===== src/rtl/pix_buff_pkg.sv =====
// Shared definitions for the pixel buffer write path: state encoding,
// default bus widths and the pixel used to pad odd-length lines.
package pix_buff_pkg;

    typedef enum logic [1:0] {
        IDLE   = 2'd0,
        ACTIVE = 2'd1,
        DROP   = 2'd2
    } state_e;

    localparam int PIX_WIDTH_DEF  = 16;
    localparam int WORD_WIDTH_DEF = 32;
    localparam int LINE_CNT_WIDTH = 11;

    localparam logic [15:0] PAD_PIX = 16'h0000;

endpackage


===== src/rtl/pix_buff_packer_if.sv =====
// Camera pixel stream in, FIFO write port out, plus frame/line status.
// The packer takes the slave view; the camera/FIFO side takes the master view.
interface pix_buff_packer_if
    import pix_buff_pkg::*;
#(
    parameter int PIX_WIDTH  = PIX_WIDTH_DEF,
    parameter int WORD_WIDTH = WORD_WIDTH_DEF,
    parameter int CNT_WIDTH  = 16
);
    logic                      frame_start;
    logic                      pix_vld;
    logic [PIX_WIDTH-1:0]      pix_data;
    logic                      pix_last;
    logic [WORD_WIDTH-1:0]     fifo_wr_data;
    logic                      fifo_wr_en;
    logic                      fifo_full;
    logic                      overflow;
    logic [CNT_WIDTH-1:0]      drop_cnt;
    logic [LINE_CNT_WIDTH-1:0] line_cnt;
    logic                      frame_done;

    modport master (
        output frame_start, pix_vld, pix_data, pix_last, fifo_full,
        input  fifo_wr_data, fifo_wr_en, overflow, drop_cnt, line_cnt, frame_done
    );

    modport slave (
        input  frame_start, pix_vld, pix_data, pix_last, fifo_full,
        output fifo_wr_data, fifo_wr_en, overflow, drop_cnt, line_cnt, frame_done
    );
endinterface


===== src/rtl/pix_buff_packer.sv =====
// Packs pairs of camera pixels into FIFO words {odd, even}, pads odd-length
// lines, and on FIFO overflow discards the rest of the frame while counting.
module pix_buff_packer
    import pix_buff_pkg::*;
#(
    parameter int PIX_WIDTH  = PIX_WIDTH_DEF,
    parameter int WORD_WIDTH = WORD_WIDTH_DEF,
    parameter int V_ACTIVE   = 480,
    parameter int CNT_WIDTH  = 16
) (
    input logic              wr_clk,
    input logic              wr_rst,
    pix_buff_packer_if.slave bus
);

    if (WORD_WIDTH != 2 * PIX_WIDTH) begin : g_width_check
        $error("pix_buff_packer: WORD_WIDTH must be 2*PIX_WIDTH");
    end

    state_e                    state_q, eff_state, state_nxt;
    logic [PIX_WIDTH-1:0]      low_half_q;
    logic                      phase_q, eff_phase, phase_nxt;
    logic                      pend_q, pad_q;
    logic [WORD_WIDTH-1:0]     word_q, word_nxt;
    logic [LINE_CNT_WIDTH-1:0] line_q, eff_line, line_nxt;
    logic [CNT_WIDTH-1:0]      drop_q, eff_drop, drop_nxt;
    logic                      overflow_q, frame_done_q;
    logic                      ovf, take, dropped, queue, eof;

    function automatic logic [CNT_WIDTH-1:0] sat_add(input logic [CNT_WIDTH-1:0] a,
                                                     input logic [1:0] inc);
        logic [CNT_WIDTH:0] sum;
        sum = {1'b0, a} + {{(CNT_WIDTH-1){1'b0}}, inc};
        return sum[CNT_WIDTH] ? '1 : sum[CNT_WIDTH-1:0];
    endfunction

    // frame_start and overflow are resolved first; the current pixel then
    // sees the resulting state, so a pixel beside frame_start opens the frame.
    always_comb begin
        ovf       = pend_q & bus.fifo_full;
        eff_state = state_q;
        eff_line  = line_q;
        eff_phase = phase_q;
        eff_drop  = drop_q;
        if (bus.frame_start) begin
            eff_state = ACTIVE;
            eff_line  = '0;
            eff_phase = 1'b0;
            eff_drop  = '0;
        end else if (ovf) begin
            eff_state = DROP;
            eff_drop  = sat_add(drop_q, pad_q ? 2'd1 : 2'd2);
        end

        take     = bus.pix_vld & (eff_state == ACTIVE);
        dropped  = bus.pix_vld & (eff_state == DROP);
        line_nxt = eff_line + LINE_CNT_WIDTH'(bus.pix_vld & bus.pix_last
                                              & (eff_state != IDLE));
        eof      = take & bus.pix_last & (line_nxt == LINE_CNT_WIDTH'(V_ACTIVE));
        queue    = take & (eff_phase | bus.pix_last);
        word_nxt = eff_phase ? {bus.pix_data, low_half_q}
                             : {PIX_WIDTH'(PAD_PIX), bus.pix_data};
        drop_nxt  = sat_add(eff_drop, {1'b0, dropped});
        phase_nxt = take ? (~eff_phase & ~bus.pix_last) : eff_phase;
        state_nxt = eof ? IDLE : eff_state;
    end

    always_ff @(posedge wr_clk) begin
        if (wr_rst) begin
            state_q      <= IDLE;
            low_half_q   <= '0;
            phase_q      <= 1'b0;
            pend_q       <= 1'b0;
            pad_q        <= 1'b0;
            word_q       <= '0;
            line_q       <= '0;
            drop_q       <= '0;
            overflow_q   <= 1'b0;
            frame_done_q <= 1'b0;
        end else begin
            state_q      <= state_nxt;
            phase_q      <= phase_nxt;
            pend_q       <= queue;
            pad_q        <= queue & ~eff_phase;
            line_q       <= line_nxt;
            drop_q       <= drop_nxt;
            overflow_q   <= ~bus.frame_start & (overflow_q | ovf);
            frame_done_q <= eof;
            if (take & ~eff_phase) low_half_q <= bus.pix_data;
            if (queue)             word_q     <= word_nxt;
        end
    end

    // The write enable alone looks at fifo_full combinationally, so a full
    // FIFO suppresses the write in the very cycle it is seen.
    assign bus.fifo_wr_en   = pend_q & ~bus.fifo_full;
    assign bus.fifo_wr_data = word_q;
    assign bus.overflow     = overflow_q;
    assign bus.drop_cnt     = drop_q;
    assign bus.line_cnt     = line_q;
    assign bus.frame_done   = frame_done_q;

endmodule


===== src/flat_wrapper.sv =====
// flat-port wrapper written by rule: the top's interface ports become plain ports
module pix_buff_packer_flat import pix_buff_pkg::*;
#(
    parameter int PIX_WIDTH  = PIX_WIDTH_DEF,
    parameter int WORD_WIDTH = WORD_WIDTH_DEF,
    parameter int V_ACTIVE   = 480,
    parameter int CNT_WIDTH  = 16
)
  (wr_clk, wr_rst, bus_frame_start, bus_pix_vld, bus_pix_data, bus_pix_last, bus_fifo_full, bus_fifo_wr_data, bus_fifo_wr_en, bus_overflow, bus_drop_cnt, bus_line_cnt, bus_frame_done);
  pix_buff_packer_if #(.PIX_WIDTH(PIX_WIDTH), .WORD_WIDTH(WORD_WIDTH), .CNT_WIDTH(CNT_WIDTH)) bus_i ();
  input logic wr_clk;
  input logic wr_rst;
  input wire logic [$bits(bus_i.frame_start)-1:0] bus_frame_start;
  input wire logic [$bits(bus_i.pix_vld)-1:0] bus_pix_vld;
  input wire logic [$bits(bus_i.pix_data)-1:0] bus_pix_data;
  input wire logic [$bits(bus_i.pix_last)-1:0] bus_pix_last;
  input wire logic [$bits(bus_i.fifo_full)-1:0] bus_fifo_full;
  output wire logic [$bits(bus_i.fifo_wr_data)-1:0] bus_fifo_wr_data;
  output wire logic [$bits(bus_i.fifo_wr_en)-1:0] bus_fifo_wr_en;
  output wire logic [$bits(bus_i.overflow)-1:0] bus_overflow;
  output wire logic [$bits(bus_i.drop_cnt)-1:0] bus_drop_cnt;
  output wire logic [$bits(bus_i.line_cnt)-1:0] bus_line_cnt;
  output wire logic [$bits(bus_i.frame_done)-1:0] bus_frame_done;
  assign bus_i.frame_start = bus_frame_start;
  assign bus_i.pix_vld = bus_pix_vld;
  assign bus_i.pix_data = bus_pix_data;
  assign bus_i.pix_last = bus_pix_last;
  assign bus_i.fifo_full = bus_fifo_full;
  assign bus_fifo_wr_data = bus_i.fifo_wr_data;
  assign bus_fifo_wr_en = bus_i.fifo_wr_en;
  assign bus_overflow = bus_i.overflow;
  assign bus_drop_cnt = bus_i.drop_cnt;
  assign bus_line_cnt = bus_i.line_cnt;
  assign bus_frame_done = bus_i.frame_done;
  pix_buff_packer #(.PIX_WIDTH(PIX_WIDTH), .WORD_WIDTH(WORD_WIDTH), .V_ACTIVE(V_ACTIVE), .CNT_WIDTH(CNT_WIDTH)) u_core (.wr_clk(wr_clk), .wr_rst(wr_rst), .bus(bus_i));
endmodule

===== config.mk =====
export PLATFORM = sky130hd
export DESIGN_NAME = pix_buff_packer_flat
export DESIGN_NICKNAME = d
export VERILOG_FILES = /design/src/rtl/pix_buff_pkg.sv /design/src/rtl/pix_buff_packer_if.sv /design/src/rtl/pix_buff_packer.sv /design/src/flat_wrapper.sv
export SDC_FILE = /design/constraint.sdc
export NUM_CORES = 1
export LEC_CHECK = 0
export CAP_MARGIN = 20
export CELL_PAD_IN_SITES_DETAIL_PLACEMENT = 1
export CELL_PAD_IN_SITES_GLOBAL_PLACEMENT = 2
export CORE_AREA = 2 2 117 119
export DETAILED_ROUTE_END_ITERATION = 12
export DIE_AREA = 0 0 119 121
export PLACE_DENSITY = 0.94
export SLEW_MARGIN = 15
export SYNTH_ARGS = -nofsm -noshare
export SYNTH_HDL_FRONTEND = slang
export SYNTH_SLANG_ARGS = --single-unit

===== constraint.sdc =====
create_clock -name wr_clk -period 6.19 [get_ports wr_clk]
set_clock_uncertainty 0.1 [all_clocks]
set_input_delay 1.857 -clock wr_clk [delete_from_list [all_inputs] [get_ports wr_clk]]
set_output_delay 1.857 -clock wr_clk [all_outputs]
set_load 0.005 [all_outputs]

# After elaboration in Yosys (flattened, before gate mapping)
# Index checks and enable logic that the tools add are counted.
[classes]
n_addsub = 3
n_eq_ne = 3
mux = 11
bitwise_logic = 19
n_reduce_logical = 2
[ops]
columns = ["op", "count"]
rows = [
  ["2-to-1 mux 16 bit", 4],
  ["2-to-1 mux 32 bit", 1],
  ["adder 16 x 1 -> 17 bit", 1],
  ["adder 16 x 2 -> 17 bit", 1],
  ["AND 1 bit", 12],
  ["adder 11 bit", 1],
  ["AND 11 x 1 -> 11 bit", 1],
  ["equality test 11 x 9 -> 1 bit (second input constant)", 1],
  ["2-to-1 mux 11 bit", 1],
  ["2-to-1 mux 2 bit", 3],
  ["inverter 1 bit", 4],
  ["equality test 2 x 1 -> 1 bit (second input constant)", 1],
  ["equality test 2 bit (second input constant)", 1],
  ["2-to-1 mux 1 bit", 2],
  ["OR 1 bit", 2],
  ["nonzero test 2 bit", 1],
  ["OR reduction 2 bit", 1],
]
[word_totals]
regBits = 82

# Longest topological paths before layout
[depth]
ltp_word = 9
depth_mapped = 14
ltp_nobuf = 13

# Least setup slack after synthesis
# Ideal clock, no wire load.
[synth_path]
path_kind = "input-to-output"
from = "input bus_fifo_full"
to = "output bus_fifo_wr_en"
arrival_time_ns = 2.123
required_time_ns = 4.233
path_slack_ns = 2.110
stages = 2
path_buffers = 1
cell_sequence = "buf_4 -> nor2b_1"
[synth_between]
elab_chain_cells = 2
[synth_lines]
columns = ["item", "line_no", "text"]
rows = [
  ["from (decl)", "flat_wrapper.sv:17", "input wire logic [$bits(bus_i.fifo_full)-1:0] bus_fifo_full;"],
  ["inverter 1 bit", "pix_buff_packer.sv:96", "assign bus.fifo_wr_en = pend_q & ~bus.fifo_full;"],
  ["AND 1 bit", "pix_buff_packer.sv:96", ""],
  ["to (decl)", "flat_wrapper.sv:19", "output wire logic [$bits(bus_i.fifo_wr_en)-1:0] bus_fifo_wr_en;"],
]
# No other way between the ends.

# Final worst setup path
# Ends and elaborated chain as after synthesis.

==> report_table.html <==
<table>
<tr><th>Metric</th><th>Value</th></tr>
<tr><th colspan="2">Run status</th></tr>
<tr><td>Outcome</td><td>finished clean</td></tr>
<tr><th colspan="2">Pwr</th></tr>
<tr><td>Peak supply drop</td><td>around 0.12 mV</td></tr>
<tr><td>Overall Power</td><td>between 0.001 and 0.0015 W</td></tr>
<tr><td>Leakage dissipation</td><td>roughly 1.9 nW</td></tr>
<tr><td>Pwr Density</td><td>about 210 mW/mm^2</td></tr>
<tr><th colspan="2">Synth</th></tr>
<tr><td>Synth Net Count</td><td>slightly above 500</td></tr>
<tr><td>Syn Area/Cell</td><td>approximately 8.7 sq um</td></tr>
<tr><td>Number of synthesized flops with an enable pin</td><td>0</td></tr>
<tr><td>Yosys synthesis warning count</td><td>0</td></tr>
<tr><td>Most area-consuming cells after synthesis</td><td>dfxtp_1 (39%), nand2_1 (5.8%), mux2i_1 (5.0%), a21oi_1 (4.4%), a22o_1 (3.3%)</td></tr>
<tr><td>Seq cells post-synth</td><td>between 80 and 90</td></tr>
<tr><td>Post-synthesis cell type count</td><td>76</td></tr>
<tr><td>Share of synthesized registers carrying an async set or reset</td><td>0</td></tr>
<tr><td>Top FF cell, synth</td><td>dfxtp_1</td></tr>
<tr><td>Largest area contributor in the synthesized netlist</td><td>dfxtp_1</td></tr>
<tr><td>Area share of the largest cell type after synthesis</td><td>0.387</td></tr>
<tr><td>Cell area after synthesis</td><td>between 0.004 and 0.005 sq mm</td></tr>
<tr><td>Gate count of the mapped netlist</td><td>slightly below 500</td></tr>
<tr><td>Sequential fraction of the synthesis area</td><td>0.387</td></tr>
<tr><th colspan="2">Routing</th></tr>
<tr><td>Residual DRC</td><td>0</td></tr>
<tr><td>Number of search-and-repair iterations in the first detailed-routing pass</td><td>4</td></tr>
<tr><td>Detail-routed net length per standard cell</td><td>~17 um</td></tr>
<tr><td>Routed via count</td><td>between 3000 and 4000</td></tr>
<tr><td>Count of antenna-violating nets left after detailed routing</td><td>0</td></tr>
<tr><td>Aggregate routed wire length</td><td>between 10 and 15 mm</td></tr>
<tr><td>Drt initial violations</td><td>between 100 and 150</td></tr>
<tr><td>Vias per std cell</td><td>between 5 and 6</td></tr>
<tr><th colspan="2">Critical path</th></tr>
<tr><td>Maximum single-stage delay on the critical path</td><td>roughly 0.55 ns</td></tr>
<tr><td>CP cell instances</td><td>clkdlybuf4s50_1 &gt; nor2b_1 &gt; clkdlybuf4s50_1</td></tr>
<tr><td>CP dominant cell by count</td><td>clkdlybuf4s50_1</td></tr>
<tr><td>Critical path peak fanout</td><td>8</td></tr>
<tr><td>Sort of element at the start of the critical path</td><td>input port</td></tr>
<tr><td>Depth of the worst register-to-register path</td><td>12</td></tr>
<tr><td>WS Path Type</td><td>input port to output pin</td></tr>
<tr><td>Cell with the biggest individual delay on the critical path</td><td>clkdlybuf4s50_1</td></tr>
<tr><td>Critical path arrival</td><td>3.09 ns</td></tr>
<tr><td>Required @ worst endpoint</td><td>4.23 ns</td></tr>
<tr><td>CP endpoint kind</td><td>output pin</td></tr>
<tr><th colspan="2">Clocking</th></tr>
<tr><td>TritonCTS clock tree</td><td>built</td></tr>
<tr><td>Clock buffer depth</td><td>2</td></tr>
<tr><td>Hold bufs inserted after CTS</td><td>0</td></tr>
<tr><td>Source-to-sink clock delay at the later pin of the worst-skew pair</td><td>0.33 ns</td></tr>
<tr><td>Clock-pin slew on the worst setup and hold paths</td><td>roughly 0.06 ns</td></tr>
<tr><td>Root buffer cell</td><td>clkbuf_16</td></tr>
<tr><td>Number of clock buffers inserted by TritonCTS</td><td>9</td></tr>
<tr><td>Post_cts resized</td><td>0</td></tr>
<tr><td>Number of buffers inserted to repair setup after CTS</td><td>0</td></tr>
<tr><td>Number of levels in the clock H-tree</td><td>3</td></tr>
<tr><td>Clock tree sinks</td><td>82</td></tr>
<tr><th colspan="2">Die</th></tr>
<tr><td>Total Die Area</td><td>0.0144 sq mm</td></tr>
<tr><td>Floorplan die height</td><td>121 um</td></tr>
<tr><td>I/O pins</td><td>between 80 and 90</td></tr>
<tr><td>Number of rows created at floorplan</td><td>between 40 and 50</td></tr>
<tr><td>Width of the chip</td><td>~120 um</td></tr>
<tr><td>Total core area</td><td>0.0131 sq mm</td></tr>
<tr><td>Initial Util</td><td>0.324</td></tr>
<tr><th colspan="2">Layout</th></tr>
<tr><td>Antenna diode count</td><td>0</td></tr>
<tr><td>Final layout net count</td><td>about 600</td></tr>
<tr><td>Share of final-layout standard cells stronger than drive strength 1</td><td>0.102</td></tr>
<tr><td>Commonest cells after routing, fill and taps aside</td><td>clkdlybuf4s50_1 (82), dfxtp_1 (82), nand2_1 (66), a21oi_1 (37), nor2_1 (33)</td></tr>
<tr><td>Area growth syn-to-layout</td><td>28.5%</td></tr>
<tr><th colspan="2">Placement</th></tr>
<tr><td>DP HPWL</td><td>~9.1 mm</td></tr>
<tr><td>Port buffer count</td><td>between 80 and 90</td></tr>
<tr><td>Final weighted congestion in routability-driven placement</td><td>roughly 0.90</td></tr>
<tr><th colspan="2">Timing</th></tr>
<tr><td>Slew of the pin with the lowest slew margin</td><td>1.00 ns</td></tr>
<tr><td>Final sum of negative setup slack</td><td>0 ns</td></tr>
<tr><td>Setup violations, final</td><td>0</td></tr>
<tr><td>Unrepaired setup endpoints after global routing</td><td>no</td></tr>
<tr><td>Maximum operating frequency</td><td>between 0.15 and 0.2 GHz</td></tr>
<tr><td>Minimum clock period after layout</td><td>around 5.0 ns</td></tr>
<tr><td>Number of max-slew violations in the final report</td><td>0</td></tr>
<tr><td>Final critical-path share of the clock period</td><td>0.815</td></tr>
<tr><td>Final number of hold-violating endpoints</td><td>0</td></tr>
<tr><td>Slew margin rel.</td><td>0.326</td></tr>
<tr><th colspan="2">Min path</th></tr>
<tr><td>Worst hold path depth</td><td>2</td></tr>
<tr><td>Worst hold path class</td><td>register to register</td></tr>
<tr><th colspan="2">GRT</th></tr>
<tr><td>Global-route wire length before repair</td><td>roughly 21 mm</td></tr>
<tr><td>Initial antenna violation count</td><td>0</td></tr>
<tr><td>Global routing usage summed across all routing layers</td><td>0.181</td></tr>
<tr><td>Vias in the first global route</td><td>between 4000 and 5000</td></tr>
<tr><td>GR Overflow Total</td><td>0</td></tr>
<tr><td>Pin count of the biggest net entering global routing</td><td>47</td></tr>
<tr><th colspan="2">Job</th></tr>
<tr><td>Count of max-cap constraint violations</td><td>0</td></tr>
</table>
## flip-flops by register name, summed over array words and instances, names as in the netlist
signal                   flops
u_core.bus.line_cnt         11
u_core.phase_q               1
u_core.bus.overflow          1
u_core.bus.frame_done        1
u_core.bus.drop_cnt         16
u_core.bus.fifo_wr_data     32
u_core.state_q               2
u_core.pend_q                1
u_core.pad_q                 1
u_core.low_half_q           16
## cells by family after synthesis
logic type,count (synthesis),synth area share
AND/OR/NAND/NOR,191,0.241
AO/OA/AOI/OAI,123,0.200
flip-flops,82,0.387
buffers and inverters,41,0.0528
multiplexers,22,0.0522
XOR/XNOR,20,0.0448
adder cells (fa/ha/maj),7,0.0224
## layer usage
metal,track usage,vias up,wire length [um]
met5,0,-,0
met4,0.0603,0,183
met3,0.0484,17,805
met2,0.314,102,6230
met1,0.216,1884,5330
li1,-,1883,-
## through the flow
stage          cells  hold WS [ns]  worst slack (ns)  area, sq um  utilization
6_report         735         0.359              1.15         5460        0.417
5_1_grt          735         0.385             0.988         5460        0.417
4_1_cts          733         0.361              1.14         5440        0.415
3_5_place_dp     720         0.352             0.917         5150        0.394
3_3_place_gp     720         0.336              1.09         5150        0.394
2_1_floorplan    486         0.336              2.11         4240            -
## worst max-delay path, delay by kind of cell
kind                   cells  cell delay [ns]
buffers and inverters      2             1.06
and+or+nand+nor            1             0.17
## power by group
part           total (W)  switching (W)  internal, W
logic          0.0000924      0.0000511    0.0000413
registers       0.000551     0.00000865     0.000542
clock network   0.000522       0.000206     0.000316
total            0.00117       0.000266     0.000900
## layout make-up
cell class	count	area, sq um
clock inverters	3	42.5
multi-input cells	363	2390
well taps	176	220
flip-flops and latches	82	1640
fillers	1515	7630
inverters	11	41.3
clock buffers	10	239
repair buffers	90	882
## synthesized netlist by cell type (8+ instances only)
cell type	count
a21oi_2	9
a22o_1	16
nor2b_1	13
a21oi_1	37
mux2i_1	21
nand2_1	66
nand4_1	8
o21ai_0	22
nor3_1	13
xnor2_1	12
inv_1	10
clkbuf_1	18
nand3_1	13
dfxtp_1	82
nor2_1	34
## worst paths after layout
check / startpoint / slack, ns / endpoint
min: u_core.low_half_q[13]$_SDFFE_PP0P_ / 0.36 / u_core.low_half_q[13]$_SDFFE_PP0P_
max: bus_fifo_full / 1.15 / bus_fifo_wr_en
min reg2reg: u_core.low_half_q[13]$_SDFFE_PP0P_ / 0.36 / u_core.low_half_q[13]$_SDFFE_PP0P_
max reg2reg: u_core.bus.drop_cnt[0]$_SDFF_PP0_ / 2.45 / u_core.bus.drop_cnt[5]$_SDFF_PP0_
Note: power is estimated with default switching activity, not from simulation.
